==> src/rtl/pool_pkg.sv <==
// pool_pkg: shared widths, FSM encoding and element record
// for the average-pooling datapath (fetch and accumulate).
package pool_pkg;

  localparam int POOL_ADDR_W = 12;
  localparam int POOL_DATA_W = 32;
  localparam int POOL_DIM_W  = 4;

  typedef enum logic [1:0] {
    ST_IDLE,
    ST_RUN,
    ST_DRAIN,
    ST_DONE
  } pool_state_e;

  typedef struct packed {
    logic [POOL_DATA_W-1:0] data;
    logic                   first;
    logic                   last;
    logic                   map_last;
  } pool_elem_t;

endpackage

==> src/rtl/pool_fetch_fifo.sv <==
// pool_fetch_fifo: 2-entry FIFO of pooling elements plus flags;
// head is presented combinationally and held until popped.
module pool_fetch_fifo
  import pool_pkg::*;
(
  input  logic       clk,
  input  logic       rst_n,
  input  logic       push,
  input  pool_elem_t wdata,
  input  logic       pop,
  output pool_elem_t rdata,
  output logic [1:0] count,
  output logic       full,
  output logic       empty
);

  pool_elem_t mem [2];
  logic       wp;
  logic       rp;

  assign rdata = mem[rp];
  assign full  = (count == 2'd2);
  assign empty = (count == 2'd0);

  always_ff @(posedge clk or negedge rst_n) begin
    if (!rst_n) begin
      mem[0] <= '0;
      mem[1] <= '0;
      wp     <= 1'b0;
      rp     <= 1'b0;
      count  <= 2'd0;
    end else begin
      if (push) begin
        mem[wp] <= wdata;
        wp      <= ~wp;
      end
      if (pop) rp <= ~rp;
      count <= count + 2'(push) - 2'(pop);
    end
  end

endmodule

==> src/rtl/pool_window_fetch.sv <==
// pool_window_fetch: walks pooling windows and streams elements.
// Define POOL_FETCH_PAD_EN to zero-pad partial edge windows.
module pool_window_fetch
  import pool_pkg::*;
#(
  parameter int ADDR_WIDTH = POOL_ADDR_W,
  parameter int DATA_WIDTH = POOL_DATA_W,
  parameter int DIM_WIDTH  = POOL_DIM_W
) (
  input  logic                  clk,
  input  logic                  rst_n,
  input  logic                  start,
  input  logic [DIM_WIDTH-1:0]  pool_size,
  input  logic [DIM_WIDTH-1:0]  stride,
  input  logic [DIM_WIDTH-1:0]  dimensions,
  input  logic [ADDR_WIDTH-1:0] input_addr,
  output logic                  mem_rd_en,
  output logic [ADDR_WIDTH-1:0] mem_rd_addr,
  input  logic [DATA_WIDTH-1:0] mem_rd_data,
  output logic                  out_valid,
  input  logic                  out_ready,
  output logic [DATA_WIDTH-1:0] out_data,
  output logic                  out_first,
  output logic                  out_last,
  output logic                  out_map_last,
  output logic                  busy,
  output logic                  done,
  output logic                  cfg_err
);

  localparam int CW = DIM_WIDTH + 2;

  pool_state_e           state;
  logic [DIM_WIDTH-1:0]  k_q, s_q, n_q;
  logic [DIM_WIDTH-1:0]  i_q, j_q;
  logic [CW-1:0]         r0_q, c0_q;
  logic [ADDR_WIDTH-1:0] base_q;

  logic fl_v, fl_pad, fl_first, fl_last, fl_ml;

  logic [CW-1:0]         row, col;
  logic [ADDR_WIDTH-1:0] addr;
  logic pad, c_last, r_last;
  logic i_end, j_end;
  logic first_f, last_f, ml_f;
  logic issue, pop, bad_cfg, drained;

  pool_elem_t  fifo_in, fifo_out;
  logic [1:0]  fifo_cnt;
  logic        fifo_full, fifo_empty;

  assign row   = r0_q + CW'(i_q);
  assign col   = c0_q + CW'(j_q);
  assign addr  = base_q + ADDR_WIDTH'(row) * ADDR_WIDTH'(n_q)
               + ADDR_WIDTH'(col);
  assign i_end = (i_q == k_q - DIM_WIDTH'(1));
  assign j_end = (j_q == k_q - DIM_WIDTH'(1));

`ifdef POOL_FETCH_PAD_EN
  assign pad    = (row >= CW'(n_q)) || (col >= CW'(n_q));
  assign c_last = (c0_q + CW'(k_q) >= CW'(n_q));
  assign r_last = (r0_q + CW'(k_q) >= CW'(n_q));
`else
  assign pad    = 1'b0;
  assign c_last = (c0_q + CW'(s_q) + CW'(k_q) > CW'(n_q));
  assign r_last = (r0_q + CW'(s_q) + CW'(k_q) > CW'(n_q));
`endif

  assign first_f = (i_q == '0) && (j_q == '0);
  assign last_f  = i_end && j_end;
  assign ml_f    = last_f && c_last && r_last;

  assign pop = out_valid && out_ready;

  // A same-cycle pop frees a slot, which keeps one beat per cycle.
  assign issue = (state == ST_RUN)
              && (3'(fifo_cnt) + 3'(fl_v) < 3'd2 + 3'(pop))
              && (!fifo_full || pop);

  assign bad_cfg = (pool_size == '0) || (stride == '0)
                || (dimensions == '0) || (pool_size > dimensions);

  assign drained = !fl_v
                && (fifo_empty || (fifo_cnt == 2'd1 && pop));

  assign mem_rd_en   = issue && !pad;
  assign mem_rd_addr = mem_rd_en ? addr : '0;

  assign fifo_in.data     = fl_pad ? '0 : mem_rd_data;
  assign fifo_in.first    = fl_first;
  assign fifo_in.last     = fl_last;
  assign fifo_in.map_last = fl_ml;

  pool_fetch_fifo u_fifo (
    .clk   (clk),
    .rst_n (rst_n),
    .push  (fl_v),
    .wdata (fifo_in),
    .pop   (pop),
    .rdata (fifo_out),
    .count (fifo_cnt),
    .full  (fifo_full),
    .empty (fifo_empty)
  );

  assign out_valid    = !fifo_empty;
  assign out_data     = fifo_out.data;
  assign out_first    = fifo_out.first;
  assign out_last     = fifo_out.last;
  assign out_map_last = fifo_out.map_last;

  assign busy = (state != ST_IDLE);
  assign done = (state == ST_DONE);

  always_ff @(posedge clk or negedge rst_n) begin
    if (!rst_n) begin
      state    <= ST_IDLE;
      cfg_err  <= 1'b0;
      k_q      <= '0;
      s_q      <= '0;
      n_q      <= '0;
      base_q   <= '0;
      i_q      <= '0;
      j_q      <= '0;
      r0_q     <= '0;
      c0_q     <= '0;
      fl_v     <= 1'b0;
      fl_pad   <= 1'b0;
      fl_first <= 1'b0;
      fl_last  <= 1'b0;
      fl_ml    <= 1'b0;
    end else begin
      fl_v     <= issue;
      fl_pad   <= pad;
      fl_first <= first_f;
      fl_last  <= last_f;
      fl_ml    <= ml_f;
      unique case (state)
        ST_IDLE: begin
          if (start) begin
            k_q    <= pool_size;
            s_q    <= stride;
            n_q    <= dimensions;
            base_q <= input_addr;
            i_q    <= '0;
            j_q    <= '0;
            r0_q   <= '0;
            c0_q   <= '0;
            if (bad_cfg) begin
              state   <= ST_DONE;
              cfg_err <= 1'b1;
            end else begin
              state <= ST_RUN;
            end
          end
        end
        ST_RUN: begin
          if (issue) begin
            if (!j_end) begin
              j_q <= j_q + DIM_WIDTH'(1);
            end else begin
              j_q <= '0;
              if (!i_end) begin
                i_q <= i_q + DIM_WIDTH'(1);
              end else begin
                i_q <= '0;
                if (!c_last) begin
                  c0_q <= c0_q + CW'(s_q);
                end else begin
                  c0_q <= '0;
                  if (!r_last) begin
                    r0_q <= r0_q + CW'(s_q);
                  end else begin
                    r0_q  <= '0;
                    state <= ST_DRAIN;
                  end
                end
              end
            end
          end
        end
        ST_DRAIN: begin
          if (drained) state <= ST_DONE;
        end
        ST_DONE: begin
          state   <= ST_IDLE;
          cfg_err <= 1'b0;
        end
        default: state <= ST_IDLE;
      endcase
    end
  end

endmodule
==> config.mk <==
export PLATFORM = sky130hd
export DESIGN_NAME = pool_window_fetch
export DESIGN_NICKNAME = d
export VERILOG_FILES = /design/src/rtl/pool_pkg.sv /design/src/rtl/pool_fetch_fifo.sv /design/src/rtl/pool_window_fetch.sv
export SDC_FILE = /design/constraint.sdc
export NUM_CORES = 1
export LEC_CHECK = 0
export CAP_MARGIN = 20
export CORE_MARGIN = 4
export CORE_UTILIZATION = 35
export CTS_CLUSTER_DIAMETER = 30
export DETAILED_ROUTE_END_ITERATION = 8
export HOLD_SLACK_MARGIN = 0.15
export PLACE_DENSITY = 0.64
export SETUP_SLACK_MARGIN = 0.2
export SYNTH_ARGS = -nofsm -noshare
export SYNTH_HDL_FRONTEND = slang
export SYNTH_HIERARCHICAL = 1
export SYNTH_SLANG_ARGS = --single-unit
==> constraint.sdc <==
create_clock -name clk -period 6.51 [get_ports clk]
set_input_delay 1.6275 -clock clk [delete_from_list [all_inputs] [get_ports clk]]
set_output_delay 1.6275 -clock clk [all_outputs]
set_load 0.02 [all_outputs]
==> results summary, run 1 <==
The run finished, with violations left. The final reports fail on negative setup slack. The largest single stage delay on the critical path is approximately 0.56 ns.

The mean instance size in the synthesized netlist came out at 11.50 µm². For this run, design rule violations remaining after detail routing come to 0. The worst setup path is launched from a flip-flop. The number of slew-limit violations in the final report is 0. In the post-route analysis, the smallest setup slack over all paths is -0.1448 ns. Of the total power, registers draw about a fifth. The number of failing hold endpoints at the final stage came out at 0.

The final standard cell utilization of the core came out at 46.01%. The worst slew slack as a fraction of its limit is 34.50%. Power spread over the standard cell area amounts to approximately 640 nW/µm². The final net count came out at between 1,000 and 1,500. The top-level I/O count is approximately 110.

The final clock period utilization by the worst path came out at 102.2%. The die is 162.1 µm wide. The standard cell with the maximum stage delay on the critical path is fa_1. The number of cells produced by synthesis is roughly 720.

The number of nets in the synthesized netlist came out at slightly below 900. The clock tree from TritonCTS is yes. The root buffer cell chosen for the clock tree is clkbuf_16.

The final non-filler cell area came out at 10,770 µm². The wire-length estimate of the detail-placed layout is around 13,000 µm. Counting stages on the worst path, the most repeated cell is fa_1. At the pin with the least slew margin, the transition time is ~0.98 ns. Timing would allow up to between 0.15 and 0.2 GHz. The number of vias in the routed layout is roughly 5,700. The min-delay analysis places its worst path in the category reg2reg. The final-report setup violation count is 4. The met1 global-route usage is between 15 and 20%. The count of port buffers added during placement is 111. The final wirelength came out at 18,320 µm. The height of the die is 162.1 µm.

The internal cell power came out at roughly 4.1 mW. The detailed router's first-iteration violation count came out at 289. Setup repair after global routing could not meet its margin everywhere. The global routing met2 resource utilization came out at 23.10%.

The clock skew after layout is ~0.011 ns. The total area inside the core boundary comes to around 23,000 µm². Yosys mapped the design onto a little over 60 distinct sky130hd cell types.

The startpoint-to-endpoint class of the critical path is reg2out. STA classifies the critical path endpoint as an output pin. The residual antenna-violating net count after detailed routing is 0. The final antenna diode count is 0.

The via count of the first global-routing pass came out at approximately 6,000. The number of standard-cell rows in the floorplan came out at 56. Global routing consumed, over all layers together, 14.43% of the routing resources. For this run the aggregate overflow at the end of global routing stands at 0.

The design draws 6.940 mW. The starting density of the core is 35.53%. The maximum root-to-sink buffer count came out at 2. After clock tree synthesis, the clock-pin slew on the worst setup and hold paths is roughly 0.060 ns.

The fraction of the yosys area taken by sequential cells came out at 37.62%. Walking the worst path, the cells encountered are ha_2 > fa_2 > a21o_1 > a21oi_2 > xnor2_2 > nand2_1 > fa_1 > inv_1 > fa_1 > inv_1 > fa_1 > inv_2 > ha_4 > a21oi_4 > o21bai_1 > a2111o_1 > a41oi_2 > xor2_1 > nor2_2 > buf_6. The data arrival at the endpoint of the critical path is roughly 5.0 ns. In this run the most used layer during global routing was met2. The final critical-path required period came out at ~6.7 ns. The count of flip-flops with a built-in enable after synthesis came out at 0. The number of sinks driven by the clock tree came out at about 130. The final weighted congestion in routability-driven placement is 0.8495. The post-synthesis instance area is roughly 8300 µm².

The post-placement worst setup slack came out at -0.3517 ns. The initial antenna violation count came out at 0. The number of buffers created by CTS is 17.

The global routing usage on met3 came out at roughly 3.3%. The maximum fanout along the worst path is 3. The share of layout cells above drive strength 1 came out at approximately 29%. In this run, placement finished with an instance count of about 1,200. Dividing the detail-routed wire length by the instance count gives between 15 and 20 µm. In this run the cell area measured after placement is around 10000 µm².

The peak ir drop on the vdd network came out at roughly 360 µV. The share of async-settable or async-resettable flops after synthesis is 100.0%. The first global-routing pass estimated 30,280 µm of wire. Once layout is complete, the cells apart from fillers number 1,210.

Combinational cells account for between 60% and 70% of the total power. The number of maximum-capacitance constraint violations came out at 0. Entering global routing, the biggest net connects 70 pins. After detailed routing, the number of vias per cell comes to 4.739. For this run, the leading register cell type out of synthesis is dfrtp_1.

Compared with the post-synthesis result, the final layout area differs by 29.51%. For the worst-skew pair, the clock arrives at the later sink with an insertion delay of roughly 0.42 ns. The analysis attributes to cell leakage a power of around 5.0 nW.

Of the total power, the clock network draws between 10 and 15%. Summed over all nets, the switching power comes to 2.851 mW. The die outline area came out at 26,280 µm². The total number of yosys warnings is 6. The switching share of total power is approximately two fifths.

The register bit count reported by yosys came out at 125. The endpoint required time on the critical path is 4.88 ns. The first detailed-routing pass ran for 5 iterations. The clock tree synthesis step divided the H-tree into 4 levels.

The fill cell instance count of the final layout came out at about 2,200.
==> per-stage QoR <==
step | hold WS, ns | setup TNS, ns
after global routing | 0.5065 | -1.260
after floorplan | 0.4736 | 0
final | 0.4979 | -0.2214
after CTS | 0.5006 | -0.4731
after global placement | 0.4804 | -1.007
after detailed placement | 0.4868 | -1.164
==> registers in the layout, indices dropped and copies added, names as in the netlist <==
| name | cells |
|---|---|
| base_q | 12 |
| c0_q | 6 |
| cfg_err | 1 |
| fl_first | 1 |
| fl_last | 1 |
| fl_ml | 1 |
| fl_v | 1 |
| i_q | 4 |
| j_q | 4 |
| k_q | 4 |
| n_q | 4 |
| r0_q | 6 |
| s_q | 4 |
| state | 2 |
| u_fifo/count | 2 |
| u_fifo/mem | 70 |
| u_fifo/rp | 1 |
| u_fifo/wp | 1 |
==> worst max-delay path, delay by kind of cell (launching register included) <==
kind | cells | cell delay (ns)
flip-flops | 1 | 0.38
AO/OA/AOI/OAI | 6 | 1.13
XOR/XNOR | 2 | 0.33
AND/OR/NAND/NOR | 2 | 0.15
buffers and inverters | 4 | 0.27
adder cells (fa/ha/maj) | 6 | 2.34
==> final timing paths <==
| kind | start | to | slack (ns) | depth (start not counted) |
|---|---|---|---|---|
| max in group asynchronous | rst_n | s_q[1]$_DFFE_PN0P_ | 3.88 | 2 |
| setup reg to reg | c0_q[0]$_DFFE_PN0P_ | r0_q[2]$_DFFE_PN0P_ | 2.12 | 16 |
| hold reg to reg | u_fifo/mem[10]$_DFFE_PN0P_ | u_fifo/mem[10]$_DFFE_PN0P_ | 0.50 | 1 |
| setup / recovery | r0_q[0]$_DFFE_PN0P_ | mem_rd_addr[11] | -0.14 | 20 |
| hold / removal | u_fifo/mem[10]$_DFFE_PN0P_ | u_fifo/mem[10]$_DFFE_PN0P_ | 0.50 | 1 |
| min in group asynchronous | rst_n | u_fifo/mem[27]$_DFFE_PN0P_ | 1.33 | 1 |
==> final cells by class <==
type	instances	area [µm²]	area share [%]
Timing Repair Buffer	155	1439	13.36
Clock buffer	18	429.2	3.986
Inverter	79	299.0	2.777
Tap cell	319	399.1	3.707
Sequential cell	125	3128	29.05
Clock inverter	14	182.7	1.696
Multi-Input combinational cell	500	4891	45.42
==> cell usage after synthesis (3+ instances only) <==
cell / count / area, µm²
nand4_1: 7 / 43.79
o21ai_0: 30 / 150.1
a21o_1: 10 / 75.07
and2_1: 18 / 112.6
xor2_1: 21 / 183.9
nor2b_1: 8 / 50.05
mux2i_1: 4 / 40.04
clkbuf_8: 3 / 41.29
nand3_1: 8 / 40.04
a211oi_1: 3 / 22.52
buf_12: 3 / 60.06
dfrtp_1: 125 / 3128
fa_1: 28 / 560.5
nand2b_1: 9 / 56.30
and3_1: 4 / 25.02
ha_1: 66 / 825.8
clkbuf_1: 5 / 18.77
o22ai_1: 4 / 25.02
nor2_1: 31 / 116.4
nor4_1: 4 / 25.02
nand2_1: 32 / 120.1
mux2_4: 30 / 450.4
mux2_2: 96 / 1081
inv_1: 79 / 296.5
buf_2: 6 / 30.03
xnor2_1: 21 / 183.9
nor3_1: 4 / 20.02
a21oi_1: 24 / 120.1
==> kinds of logic (layout without fill, tap and decap cells) <==
group           after synthesis  after routing  synth area share, %
fa+ha+maj                    94             94                16.67
compound gates               93             93                7.269
simple gates                138            138                8.728
xor+xnor                     45             45                5.162
buf+inv                      98            266                5.643
mux                         130            130                18.90
flops                       125            125                37.62
==> timing repair <==
item / 4_1_cts / 5_1_grt
cloned: 0 / 0
endpoints found under the setup margin: 9 / 8
buffers inserted: 4 / 2
gates resized for setup: 54 / 21
pin swaps: 28 / 15
hold buffers: 0 / 0
==> placed cells by master (no fill, tap or decap), types with 5 or more instances in the layout <==
| cell | synthesis | layout |
|---|---|---|
| dfrtp_1 | 125 | 125 |
| clkdlybuf4s50_1 | 0 | 101 |
| mux2_2 | 96 | 96 |
| inv_1 | 79 | 73 |
| ha_1 | 66 | 61 |
| buf_4 | 0 | 44 |
| nand2_1 | 32 | 30 |
| mux2_4 | 30 | 30 |
| nor2_1 | 31 | 29 |
| o21ai_0 | 30 | 28 |
| fa_1 | 28 | 26 |
| xor2_1 | 21 | 20 |
| a21oi_1 | 24 | 19 |
| xnor2_1 | 21 | 18 |
| and2_1 | 18 | 17 |
| clkbuf_16 | 0 | 17 |
| a21o_1 | 10 | 10 |
| nor2b_1 | 8 | 8 |
| nand2b_1 | 9 | 8 |
| nand3_1 | 8 | 8 |
| nand4_1 | 7 | 7 |
| buf_6 | 2 | 7 |
| inv_2 | 0 | 5 |
==> metal layers <==
metal	vias up	wire length (µm)	part of all wire, %
met3	22	966	5.3
met2	133	8469	46
met1	2782	8544	47
li1	2797	-	-
met5	-	0	0
met4	0	337	1.8
==> power groups by stage <==
stage / Sequential [mW] / Combinational, mW / Clock [mW]
2_1_floorplan: 1.33 / 3.04 / 0
3_3_place_gp: 1.39 / 4.22 / 0
3_5_place_dp: 1.40 / 4.26 / 0
4_1_cts: 1.39 / 4.46 / 1.03
5_1_grt: 1.44 / 5.10 / 1.06
6_report: 1.39 / 4.56 / 0.992
No activity file was read; power rests on OpenSTA's default activity.
==> inputs of run 2 (changes only) <==
- PLACE_DENSITY: 0.64 -> 0.62
- clock period: 6.51 -> 8.6 ns (I/O delays scaled with it)
==> results summary, run 2 (synthesis gave the netlist of run 1 again) <==
The height of the die is roughly 160 µm. The first global-routing pass estimated 30,070 µm of wire. The final non-filler cell area came out at around 10,000 µm². Relative to the synthesized area, the layout overhead comes to 24.21%. The final standard cell utilization of the core came out at between 40% and 50%.

The top achievable clock speed came out at approximately 0.12 GHz. The detailed-route wire length per cell is about 16 µm. The standard cell with the maximum stage delay on the critical path is clkdlybuf4s50_1. From left edge to right edge, the die measures between 150 and 200 µm. The number of post-CTS setup repair buffers is 0. Walking the worst path, the cells encountered are ha_1 > fa_1 > a21o_1 > a21oi_1 > xnor2_1 > nand2_1 > fa_1 > inv_1 > fa_1 > inv_1 > fa_1 > inv_1 > ha_1 > a21oi_1 > o21bai_1 > a2111o_1 > nand3_1 > nor3b_1 > clkdlybuf4s50_1. The residual DRC count is 0. For this run, the detailed router's first-pass iteration total came to 5. Port buffering added between 100 and 150 buffers. The startpoint identified for the worst hold timing path is u_fifo/mem[16]$_DFFE_PN0P_. Data on the critical path arrives at its endpoint at 5.88 ns. The detailed placement HPWL came out at between 10,000 and 15,000 µm. After the first detailed-routing iteration, the DRC count stood at 250.

The worst slew slack as a fraction of its limit came out at approximately 36%. The overall power of the completed layout came out at roughly 4.8 mW. Across all hold checks on the routed design, the worst slack comes to between 0.5 and 0.6 ns.

The residual antenna-violating net count after detailed routing came out at 0. The clock transition at the registers of the reported paths came out at ~0.06 ns. The pin count of the biggest net entering global routing came out at 85. The number of gates resized after CTS was 0. The worst hold path terminates at u_fifo/mem[16]$_DFFE_PN0P_. The number of sinks driven by the clock tree came out at 125. After the last flow step, the layout net total stands at between 900 and 1,000. The clock skew after layout is 0.01129 ns. TritonCTS built the clock tree. Power spread over the standard cell area amounts to ~460 nW/µm².

The top cell types in the final layout, fill and taps aside, are 125 x dfrtp_1, 109 x clkdlybuf4s50_1, 96 x mux2_2, 79 x inv_1, 66 x ha_1. The final clock period utilization by the worst path is 93.39%. The placed instances occupy a cell area of between 9000 and 10,000 µm². The placeable core region is approximately 23,000 µm². Counting flops per register, the top entry is u_fifo/mem. In this run the deepest clock path goes through 2 buffers. The starting density of the core came out at between 30% and 40%. The length in cells of the worst reg-to-reg path is 16. The total routing usage reported by global routing is between 10% and 20%. The slack of the worst reg-to-reg path came out at 4.56 ns. The clock insertion delay at the later pin of the skew report came out at between 0.4 and 0.5 ns.

The peak ir drop on the vdd network came out at ~180 µV. The final-report setup violation count is 0. The cell family contributing the most delay on the critical path is adder cells. The share of layout cells above drive strength 1 is between 20% and 30%. The aggregate negative setup slack came out at 0 ns. For this block, the routed nets add up to between 15,000 and 20,000 µm of wire. The repair_antennas step left the layout with diodes totalling 0. The via count of the first global-routing pass came to just under 6,000.

For the pin with the worst max-slew slack, the measured transition is between 0.9 and 1 ns. The die covers 26,280 µm². The top-level I/O count came out at around 110. The global-route congestion overflow total came out at 0. STA classifies the critical path startpoint as a flip-flop.

The number of vias in the routed layout came out at 5,534. The number of placed cells counting well taps came out at ~1,100. The endpoint required time on the critical path came out at between 6 and 7 ns. Clock tree synthesis inserted a total of 17 buffers. In this run the worst path has a maximum fanout of 5.

In the routed layout, each cell is associated on average with a via count of roughly 4.7. Setup repair after global routing left no endpoint under its margin. Along the worst hold path, the cell count comes to 1. The number of failing hold endpoints at the final stage came out at 0.

The startpoint identified for the worst register-to-register timing path is s_q[0]$_DFFE_PN0P_. The initial antenna violation count came out at 0. Max-cap violations in this run came to 0. In the final layout, the registers with the most flip-flops are u_fifo/mem: 70 flops, base_q: 12 flops. After floorplanning, the core was divided into 56 placement rows. The leakage power figure came out at about 4.7 nW. The class of the worst hold path is reg2reg. The hold buffer count at cts is 0. The worst setup path is of the reg2out kind. Subtracting the final worst setup slack from the clock period gives between 8 and 9 ns.

The post-placement worst setup slack came out at just under 0.9 ns. The flow ran to the end, and the final reports show no timing, DRC or antenna violations. The delay of the slowest cell on the worst path came out at roughly 0.64 ns. Across all setup checks in the final design, the least slack found is 0.5686 ns. The clock tree synthesis step divided the H-tree into 4 levels. The number of slew-limit violations in the final report came out at 0. The endpoint identified for the worst register-to-register timing path is state[1]$_DFFE_PN0P_. The count of placed standard cells in the final layout, fillers left out came out at approximately 1,200.

The most numerous cell type found on the critical path is fa_1. CTS placed an instance of clkbuf_16 at the clock tree root. The most common library cell in the layout ignoring fill and taps is dfrtp_1. The worst setup path is captured at an output pin. The number of flip-flops under the largest register name is 70. The number of buffer and inverter instances along the worst setup path is 4.

Routability-driven placement finished with a final weighted congestion of about 0.83.
run 2: cell types whose count changed in the layout (fill, tap and decap cells not counted), moves of 3 or more:
cell             delta
clkdlybuf4s50_1     +8
ha_4                -4
inv_2               -5
xnor2_1             +3
ha_1                +5
xnor2_2             -3
a21oi_2             -3
inv_6               +3
buf_6               -7
a21oi_1             +5
buf_4              -37
inv_1               +6
run 2: final cells by class:
cell class | instances | area, µm²
fillers | 2258 | 13080
clock buffers | 17 | 425.4
multi-input cells | 500 | 4722
flip-flops and latches | 125 | 3128
well taps | 319 | 399.1
inverters | 79 | 296.5
repair buffers | 118 | 1184
clock inverters | 15 | 172.7
run 2: how the worst max path moves through the flow:
stage                            start         endpoint  slack (ns)  cells after the start
floorplan           i_q[0]$_DFFE_PN0P_   mem_rd_addr[9]        1.55                     18
global placement    i_q[0]$_DFFE_PN0P_  mem_rd_addr[11]        0.93                     20
detailed placement  i_q[0]$_DFFE_PN0P_  mem_rd_addr[11]        0.89                     20
CTS                 i_q[0]$_DFFE_PN0P_  mem_rd_addr[11]        0.41                     20
global route        i_q[0]$_DFFE_PN0P_   mem_rd_addr[9]        0.22                     19
finish              i_q[0]$_DFFE_PN0P_   mem_rd_addr[9]        0.57                     19
run 2: worst reg2reg max path, cell delays in order, from the launching register on:
cell and delay (ns):
dfrtp_1 0.44, ha_1 0.21, inv_1 0.05, fa_1 0.58, inv_1 0.07, ha_1 0.26
a21oi_1 0.24, nor2b_1 0.07, nor2_1 0.12, xnor2_1 0.14, ha_1 0.28, a21oi_1 0.14
a21oi_1 0.12, nor2_1 0.13, nor4b_2 0.67, or3_4 0.27, mux2i_1 0.18
run 2: metal layers:
metal / global-route usage (%) / part of all wire, % / vias to the layer above
met5: 0 / 0 / -
met4: 4.498 / 1.7 / 0
met3: 3.121 / 4.5 / 17
met2: 22.79 / 46 / 119
met1: 20.04 / 48 / 2682
li1: - / - / 2716
run 2: report_power, final:
| group | switching, mW | internal (mW) | total [mW] |
|---|---|---|---|
| clock | 0.312 | 0.437 | 0.749 |
| combinational | 1.49 | 1.47 | 2.96 |
| sequential | 0.217 | 0.855 | 1.07 |
| total | 2.02 | 2.77 | 4.78 |
